[config.mk]
export PLATFORM = sky130hd
export DESIGN_NAME = mem_arbiter
export DESIGN_NICKNAME = d
export VERILOG_FILES = /design/src/rtl/mem_arbiter.sv
export SDC_FILE = /design/constraint.sdc
export NUM_CORES = 1
export LEC_CHECK = 0
export CORE_AREA = 5 5 391 393
export DETAILED_ROUTE_END_ITERATION = 16
export DIE_AREA = 0 0 396 398
export GPL_TIMING_DRIVEN = 0
export HOLD_SLACK_MARGIN = 0.12
export PLACE_DENSITY_LB_ADDON = 0.3
export SLEW_MARGIN = 40
export SYNTH_ARGS = -nofsm -noshare
export SYNTH_HDL_FRONTEND = slang
export SYNTH_SLANG_ARGS = --single-unit
export TNS_END_PERCENT = 30
[constraint.sdc]
create_clock -name i_clk -period 2.15 [get_ports i_clk]
set_clock_uncertainty 0.1 [all_clocks]
set_input_delay 0.3225 -clock i_clk [delete_from_list [all_inputs] [get_ports i_clk]]
set_output_delay 0.3225 -clock i_clk [all_outputs]
set_load 0.05 [all_outputs]
[src/rtl/mem_arbiter.sv]
// Shares the single main-memory read/write channel pair between the I-cache refill port and the
// D-cache refill/write-through port, one outstanding transaction at a time, round-robin I vs D.
`timescale 1ns/1ps
module mem_arbiter #(
    parameter int ADDR_WIDTH       = 32,
    parameter int DATA_WIDTH       = 32,
    parameter int CACHE_LINE_WIDTH = 256
) (
    input  logic                        i_clk,
    input  logic                        i_rst_n,

    input  logic                        i_ic_req,
    input  logic [ADDR_WIDTH-1:0]       i_ic_addr,
    output logic                        o_ic_done,
    output logic [CACHE_LINE_WIDTH-1:0] o_ic_line,

    input  logic                        i_dc_rd_req,
    input  logic [ADDR_WIDTH-1:0]       i_dc_rd_addr,
    output logic                        o_dc_rd_done,
    output logic [CACHE_LINE_WIDTH-1:0] o_dc_line,

    input  logic                        i_dc_wr_req,
    input  logic [ADDR_WIDTH-1:0]       i_dc_wr_addr,
    input  logic [DATA_WIDTH-1:0]       i_dc_wr_data,
    input  logic [3:0]                  i_dc_wr_strb,
    output logic                        o_dc_wr_done,

    output logic [ADDR_WIDTH-1:0]       o_mem_read_address,
    output logic                        o_mem_read_req,
    input  logic                        i_mem_read_done,
    input  logic [CACHE_LINE_WIDTH-1:0] i_cache_line,

    output logic                        o_mem_write_valid,
    output logic [ADDR_WIDTH-1:0]       o_mem_write_address,
    output logic [DATA_WIDTH-1:0]       o_mem_write_data,
    output logic [7:0]                  o_write_strobe,
    input  logic                        i_mem_write_done,

    output logic                        o_busy
);

    typedef enum logic [1:0] {
        S_IDLE,
        S_ISSUE,
        S_WAIT,
        S_RESP
    } state_e;

    typedef enum logic [1:0] {
        CL_IC,
        CL_DC_RD,
        CL_DC_WR
    } client_e;

    state_e                  state;
    client_e                 cur_client;
    logic                    rr_last_dc;

    logic                    ic_pend;
    logic                    dc_pend;
    logic                    any_pend;
    logic                    grant_dc;
    client_e                 grant_client;
    logic [ADDR_WIDTH-1:0]   grant_rd_addr;

    always_comb begin
        ic_pend  = i_ic_req;
        dc_pend  = i_dc_wr_req | i_dc_rd_req;
        any_pend = ic_pend | dc_pend;
        // Under contention the side not granted last time wins; a lone request wins outright.
        grant_dc = dc_pend && (!ic_pend || !rr_last_dc);

        if (!grant_dc) begin
            grant_client = CL_IC;
        end else if (i_dc_wr_req) begin
            grant_client = CL_DC_WR;   // write-through must reach memory before a refill
        end else begin
            grant_client = CL_DC_RD;
        end

        grant_rd_addr = grant_dc ? i_dc_rd_addr : i_ic_addr;
    end

    always_ff @(posedge i_clk or negedge i_rst_n) begin
        if (!i_rst_n) begin
            state               <= S_IDLE;
            cur_client          <= CL_IC;
            rr_last_dc          <= 1'b1;
            o_ic_done           <= 1'b0;
            o_dc_rd_done        <= 1'b0;
            o_dc_wr_done        <= 1'b0;
            // NOTE: the line registers are wide but are visible outputs, so they are cleared too.
            o_ic_line           <= '0;
            o_dc_line           <= '0;
            o_mem_read_address  <= '0;
            o_mem_read_req      <= 1'b0;
            o_mem_write_valid   <= 1'b0;
            o_mem_write_address <= '0;
            o_mem_write_data    <= '0;
            o_write_strobe      <= '0;
            o_busy              <= 1'b0;
        end else begin
            // NOTE: pulse outputs default low each cycle; only the state that owns a pulse raises it.
            o_mem_read_req    <= 1'b0;
            o_mem_write_valid <= 1'b0;
            o_ic_done         <= 1'b0;
            o_dc_rd_done      <= 1'b0;
            o_dc_wr_done      <= 1'b0;

            case (state)
                S_IDLE: begin
                    if (any_pend) begin
                        cur_client <= grant_client;
                        rr_last_dc <= grant_dc;
                        o_busy     <= 1'b1;
                        state      <= S_ISSUE;
                        if (grant_client == CL_DC_WR) begin
                            o_mem_write_address <= i_dc_wr_addr;
                            o_mem_write_data    <= i_dc_wr_data;
                            o_write_strobe      <= {4'b0000, i_dc_wr_strb};
                            o_mem_write_valid   <= 1'b1;
                        end else begin
                            o_mem_read_address  <= grant_rd_addr;
                            o_mem_read_req      <= 1'b1;
                        end
                    end
                end

                // Done from memory in the pulse cycle is deliberately not looked at here.
                S_ISSUE: begin
                    state <= S_WAIT;
                end

                S_WAIT: begin
                    if (cur_client == CL_DC_WR) begin
                        if (i_mem_write_done) begin
                            o_dc_wr_done <= 1'b1;
                            state        <= S_RESP;
                        end
                    end else if (i_mem_read_done) begin
                        if (cur_client == CL_IC) begin
                            o_ic_line <= i_cache_line;
                            o_ic_done <= 1'b1;
                        end else begin
                            o_dc_line    <= i_cache_line;
                            o_dc_rd_done <= 1'b1;
                        end
                        state <= S_RESP;
                    end
                end

                S_RESP: begin
                    o_busy <= 1'b0;
                    state  <= S_IDLE;
                end

                default: begin
                    o_busy <= 1'b0;
                    state  <= S_IDLE;
                end
            endcase
        end
    end

endmodule

# Yosys cells after proc, flatten, opt, wreduce, memory -nomap -nowiden
# Index checks and enable logic that the tools add are counted.
word_totals:
  register_bits: 623
  latchBits: 0
  ram_bits: 0
  mem_bits_ro: 0
  inputBits: 395
  output_inout_bits: 622
  elab_cells: 69
  n_memories: 0
op_classes:
  add_sub_neg: 0
  n_mul: 0
  div_mod_pow: 0
  magnitude_cmp: 0
  n_eq_ne: 8
  shifts: 0
  muxes: 27
  bitwise: 5
  reduce_logical: 14
ops:
  columns: ["operator", "count"]
  rows:
  - ["32-bit 2-to-1 mux", 1]
  - ["1-bit 2-to-1 mux", 18]
  - ["2-bit 2-to-1 mux", 6]
  - ["3-bit AND reduction", 3]
  - ["2-bit equality test (second input constant)", 4]
  - ["2-bit one-hot mux with 4 select lines", 1]
  - ["4-bit AND reduction", 2]
  - ["3-bit inequality test (second input constant)", 2]
  - ["2-bit logical NOT", 2]
  - ["2-bit AND reduction", 2]
  - ["1-bit inverter", 3]
  - ["2-bit by 1-bit equality test with 1-bit output (second input constant)", 1]
  - ["1-bit logical NOT", 2]
  - ["2-bit inequality test (second input constant)", 1]
  - ["1-bit OR", 2]
  - ["1-bit one-hot mux with 2 select lines", 1]
  - ["2-bit nonzero test", 1]
  - ["1-bit logical AND", 1]
  - ["1-bit logical OR", 1]

# Depth between registers and ports, before layout
logic_depth:
  depth_word: 8
  mapped_depth: 8
  ltp_nobuf: 6

# Least setup slack after synthesis
# OpenSTA, ideal clock, no wires.
synth_path:
  path_type: "flip-flop to flip-flop"
  startpoint: "register state[0]"
  endpoint: "register o_ic_line[0]"
  setup_time_ns: 0.125
  t_arrival_ns: 1.585
  t_required_ns: 1.925
  setup_slack_ns: 0.340
  path_stages_with_launch: 8
  n_path_buf: 3
  synth_period_minus_slack_ns: 1.810
  cell_sequence: "dfrtp_1 > inv_1 > ha_1 > and4_1 > buf_2 > buf_6 > buf_6 > mux2_4"
synth_between:
  elab_chain_len: 2
synth_lines:
  columns: ["element", "line", "source"]
  rows:
  - ["from (decl)", "55", "state_e state;"]
  - ["from (signal assigned)", "86", "state <= S_IDLE;"]
  - ["from (signal assigned)", "116", "state <= S_ISSUE;"]
  - ["from (signal assigned)", "131", "state <= S_WAIT;"]
  - ["2-bit equality test", "110", "case (state)"]
  - ["4-bit AND reduction (no source line)", null, null]
  - ["to (signal assigned)", "142", "o_ic_line <= i_cache_line;"]
  - ["to (decl)", "15", "output logic [CACHE_LINE_WIDTH-1:0] o_ic_line,"]
# Every way passes these cells.
# A chain may end at the register's enable or synchronous reset.

# Worst setup path after layout
layout_path:
  startpoint: "register state[0]"
  endpoint: "register o_ic_line[121]"
# The elaborated chain is that of the path after synthesis.

==> impl_metrics.env <==
export IMPL_synthCells=1926
export IMPL_drc=0
export IMPL_p_leak_nw=20.7
export IMPL_numCtsBuffers=80
export IMPL_slowest_stage="dfrtp_1"
export IMPL_die_h_um=398
export IMPL_ir_drop_mv=0.862
export IMPL_wirelength_um=123000
export IMPL_cts_max_level=3
export IMPL_fin_crit_sh=0.973
export IMPL_root_buffer="clkbuf_16"
export IMPL_boundaryPins=1017
export IMPL_critPathMaxFanout=10
export IMPL_grt_pass1_vias=21000
export IMPL_cts_buffer_depth=3
export IMPL_dp_hpwl_um=97500
export IMPL_preCtsSetupSlack_ps=-1230
export IMPL_synthTopCellsByArea="dfrtp_1 63%, mux2_4 14%, nand2_1 12%"
export IMPL_grt_pass1_wl_um=168000
export IMPL_relSlewSlack=0.540
export IMPL_drv_cap=0
export IMPL_r2r_start="state[0]"
export IMPL_cp_start_kind="register"
export IMPL_synthArstFlopShare=1.00
export IMPL_die_x_um=396
export IMPL_reg2reg_depth=7
export IMPL_cp_required_ps=2590
export IMPL_fillers=15600
export IMPL_worst_pin_slew_ps=693
export IMPL_wire_per_inst_um=23.3
export IMPL_num_rows=142
export IMPL_rsz0062_at_grt="true"
export IMPL_synth_seq_cells=623
export IMPL_setup_viol=0
export IMPL_finalHoldWorstSlack_ps=-569
export IMPL_critPathCaptureType="register"
export IMPL_clkSinkCount=623
export IMPL_yosysMostFrequentCell="nand2_1"
export IMPL_hp_class="in2async"
export IMPL_cts_hold_buf=228
export IMPL_synth_area_per_cell_um2=12.8
export IMPL_synth_edf_count=0
export IMPL_die_area_um2=158000
export IMPL_seq_area_frac_synth=0.632
export IMPL_setup_tns_ps=0
export IMPL_antenna_left=0
export IMPL_avgViaCountPerCell=3.70
export IMPL_worstSkewPairLatency_ps=660
export IMPL_max_freq_ghz=0.478
export IMPL_yosysWarnings=0
export IMPL_globalRouteOverflowTotal=0
export IMPL_crit_type="reg2reg"
export IMPL_violations="negative hold slack"
export IMPL_grtUsageTotal=0.150
export IMPL_synth_top_area_cell="dfrtp_1"
export IMPL_drt_iter0_markers=837
export IMPL_syn_cell_area_um2=24700
export IMPL_cp_slowest_stage_delay_ps=400
export IMPL_num_vias=19600
export IMPL_syn2layout_area_growth_pct=71.9
export IMPL_r2r_end="o_ic_line[121]"
export IMPL_core_area_um2=149000
export IMPL_cts_tree="yes"
export IMPL_start_util=0.165
export IMPL_setup_slack_ps=58.9
export IMPL_yosysTopAreaCellShare=0.631
export IMPL_hold_violations=186
export IMPL_dr_pass1_iters=4
export IMPL_io_buffer_count=1011
export IMPL_path_cells="inv_1 > ha_2 > and4_1 > buf_12 > clkbuf_16 > buf_8 > mux2_4"
export IMPL_drive_gt1_frac=0.220
export IMPL_final_max_slew_violation_count=0
export IMPL_power_density_nw_per_um2=1810
export IMPL_run_status="finished with violations"
export IMPL_ys_top_cells_by_count="775 x nand2_1, 622 x dfrtp_1, 229 x mux2_4, 160 x mux2_2, 33 x buf_6"
export IMPL_grt_max_degree=102
export IMPL_post_route_min_period_ps=2090
export IMPL_antenna_found_initial=28
export IMPL_synth_distinct_cells=28
export IMPL_path_clk_slew_ps=60
export IMPL_gp_congestion=0.796
export IMPL_p_total_mw=76.5
export IMPL_synth_ff_type="dfrtp_1"
export IMPL_regToRegSetupSlack_ps=60
export IMPL_final_net_count=3660
export IMPL_cp_arrival_ps=2530
-- layout by cell type, fill, tap and decap left out, types with 25 or more instances in the layout --
master           netlist  final
mux2_2               160    160
clkdlybuf4s15_2        0     82
dlygate4sd3_1          0    228
dlymetal6s2s_1         0     38
mux2_4               229    229
clkdlybuf4s50_1        0    392
clkbuf_16              0     82
clkbuf_1              30     25
nand2_1              775    774
dlygate4sd2_1          0    473
dfrtp_1              622    622
buf_2                 31     35
-- metal layers --
metal  track usage  part of all wire
met1         0.176              0.40
met2         0.268              0.51
met3        0.0430             0.064
met4        0.0394             0.021
met5             0           0.00084
-- through the flow --
step                hold WS (ps)  instances  area (um2)   util
floorplan                  -73.1       1929       24700      -
global placement             359       4884       37200  0.250
detailed placement           184       4893       37400  0.251
CTS                         -598       5269       42100  0.282
global route                -575       5275       42400  0.284
finish                      -569       5287       42400  0.284
-- worst max path at each step --
stage / end / slack (ps) / from / cells after the start
finish: o_ic_line[121] / 60 / state[0] / 7
global route: o_dc_line[78] / -40 / state[0] / 7
CTS: o_dc_line[244] / -180 / o_dc_line[244] / 1
detailed placement: o_dc_line[218] / -1230 / i_mem_read_done / 7
global placement: o_ic_line[11] / -30570 / i_rst_n / 1
floorplan: o_ic_line[0] / 340 / state[0] / 7
-- final cells by class --
class                   instances  area [um2]  share of cell area
well taps                    1944        2430              0.0574
multi-input cells            1193        8380               0.198
repair buffers               1252       12300               0.289
flip-flops and latches        623       15600               0.368
clock buffers                 117        2350              0.0555
plain buffers                 103         928              0.0219
inverters                       9        38.8            0.000915
clock inverters                30         362             0.00853
diodes                         16        40.0            0.000945
-- critical path: cells and delay by family, from the launching register on --
family | cells | cell delay, ps
flip-flops | 1 | 400
buffers and inverters | 4 | 640
AND/OR/NAND/NOR | 1 | 250
multiplexers | 1 | 310
adder cells (fa/ha/maj) | 1 | 240
-- kinds of logic (layout without fill, tap and decap cells) --
group / count (synthesis) / after routing / share of synthesized area
mux: 389 / 389 / 0.213
other cells: 1 / 20 / 0.000152
simple gates: 781 / 781 / 0.120
fa+ha+maj: 3 / 3 / 0.00152
buf+inv: 113 / 1511 / 0.0294
flops: 623 / 623 / 0.632
compound gates: 16 / 16 / 0.00447
-- state kept, by name, indices dropped and copies added (netlist names) --
register             cells
state                    2
o_mem_read_req           1
o_ic_done                1
o_dc_line              256
o_dc_rd_done             1
o_dc_wr_done             1
cur_client               2
o_mem_write_data        32
rr_last_dc               1
o_mem_read_address      32
o_busy                   1
o_mem_write_address     32
o_write_strobe           4
o_mem_write_valid        1
o_ic_line              256
-- power by group --
part           switching [mW]  internal [mW]
clock network            5.72           8.14
logic                    29.7           12.6
registers                3.08           17.3
total                    38.5           38.1
-- repair_timing --
item                       in CTS  in global routing
setup buffers                   2                  0
gates cloned                    0                  2
pin swaps                       1                  0
setup endpoints to repair    1116                340
hold endpoints to repair      610                297
gates resized for setup       800                 74
No activity file was read; power rests on OpenSTA's default activity.
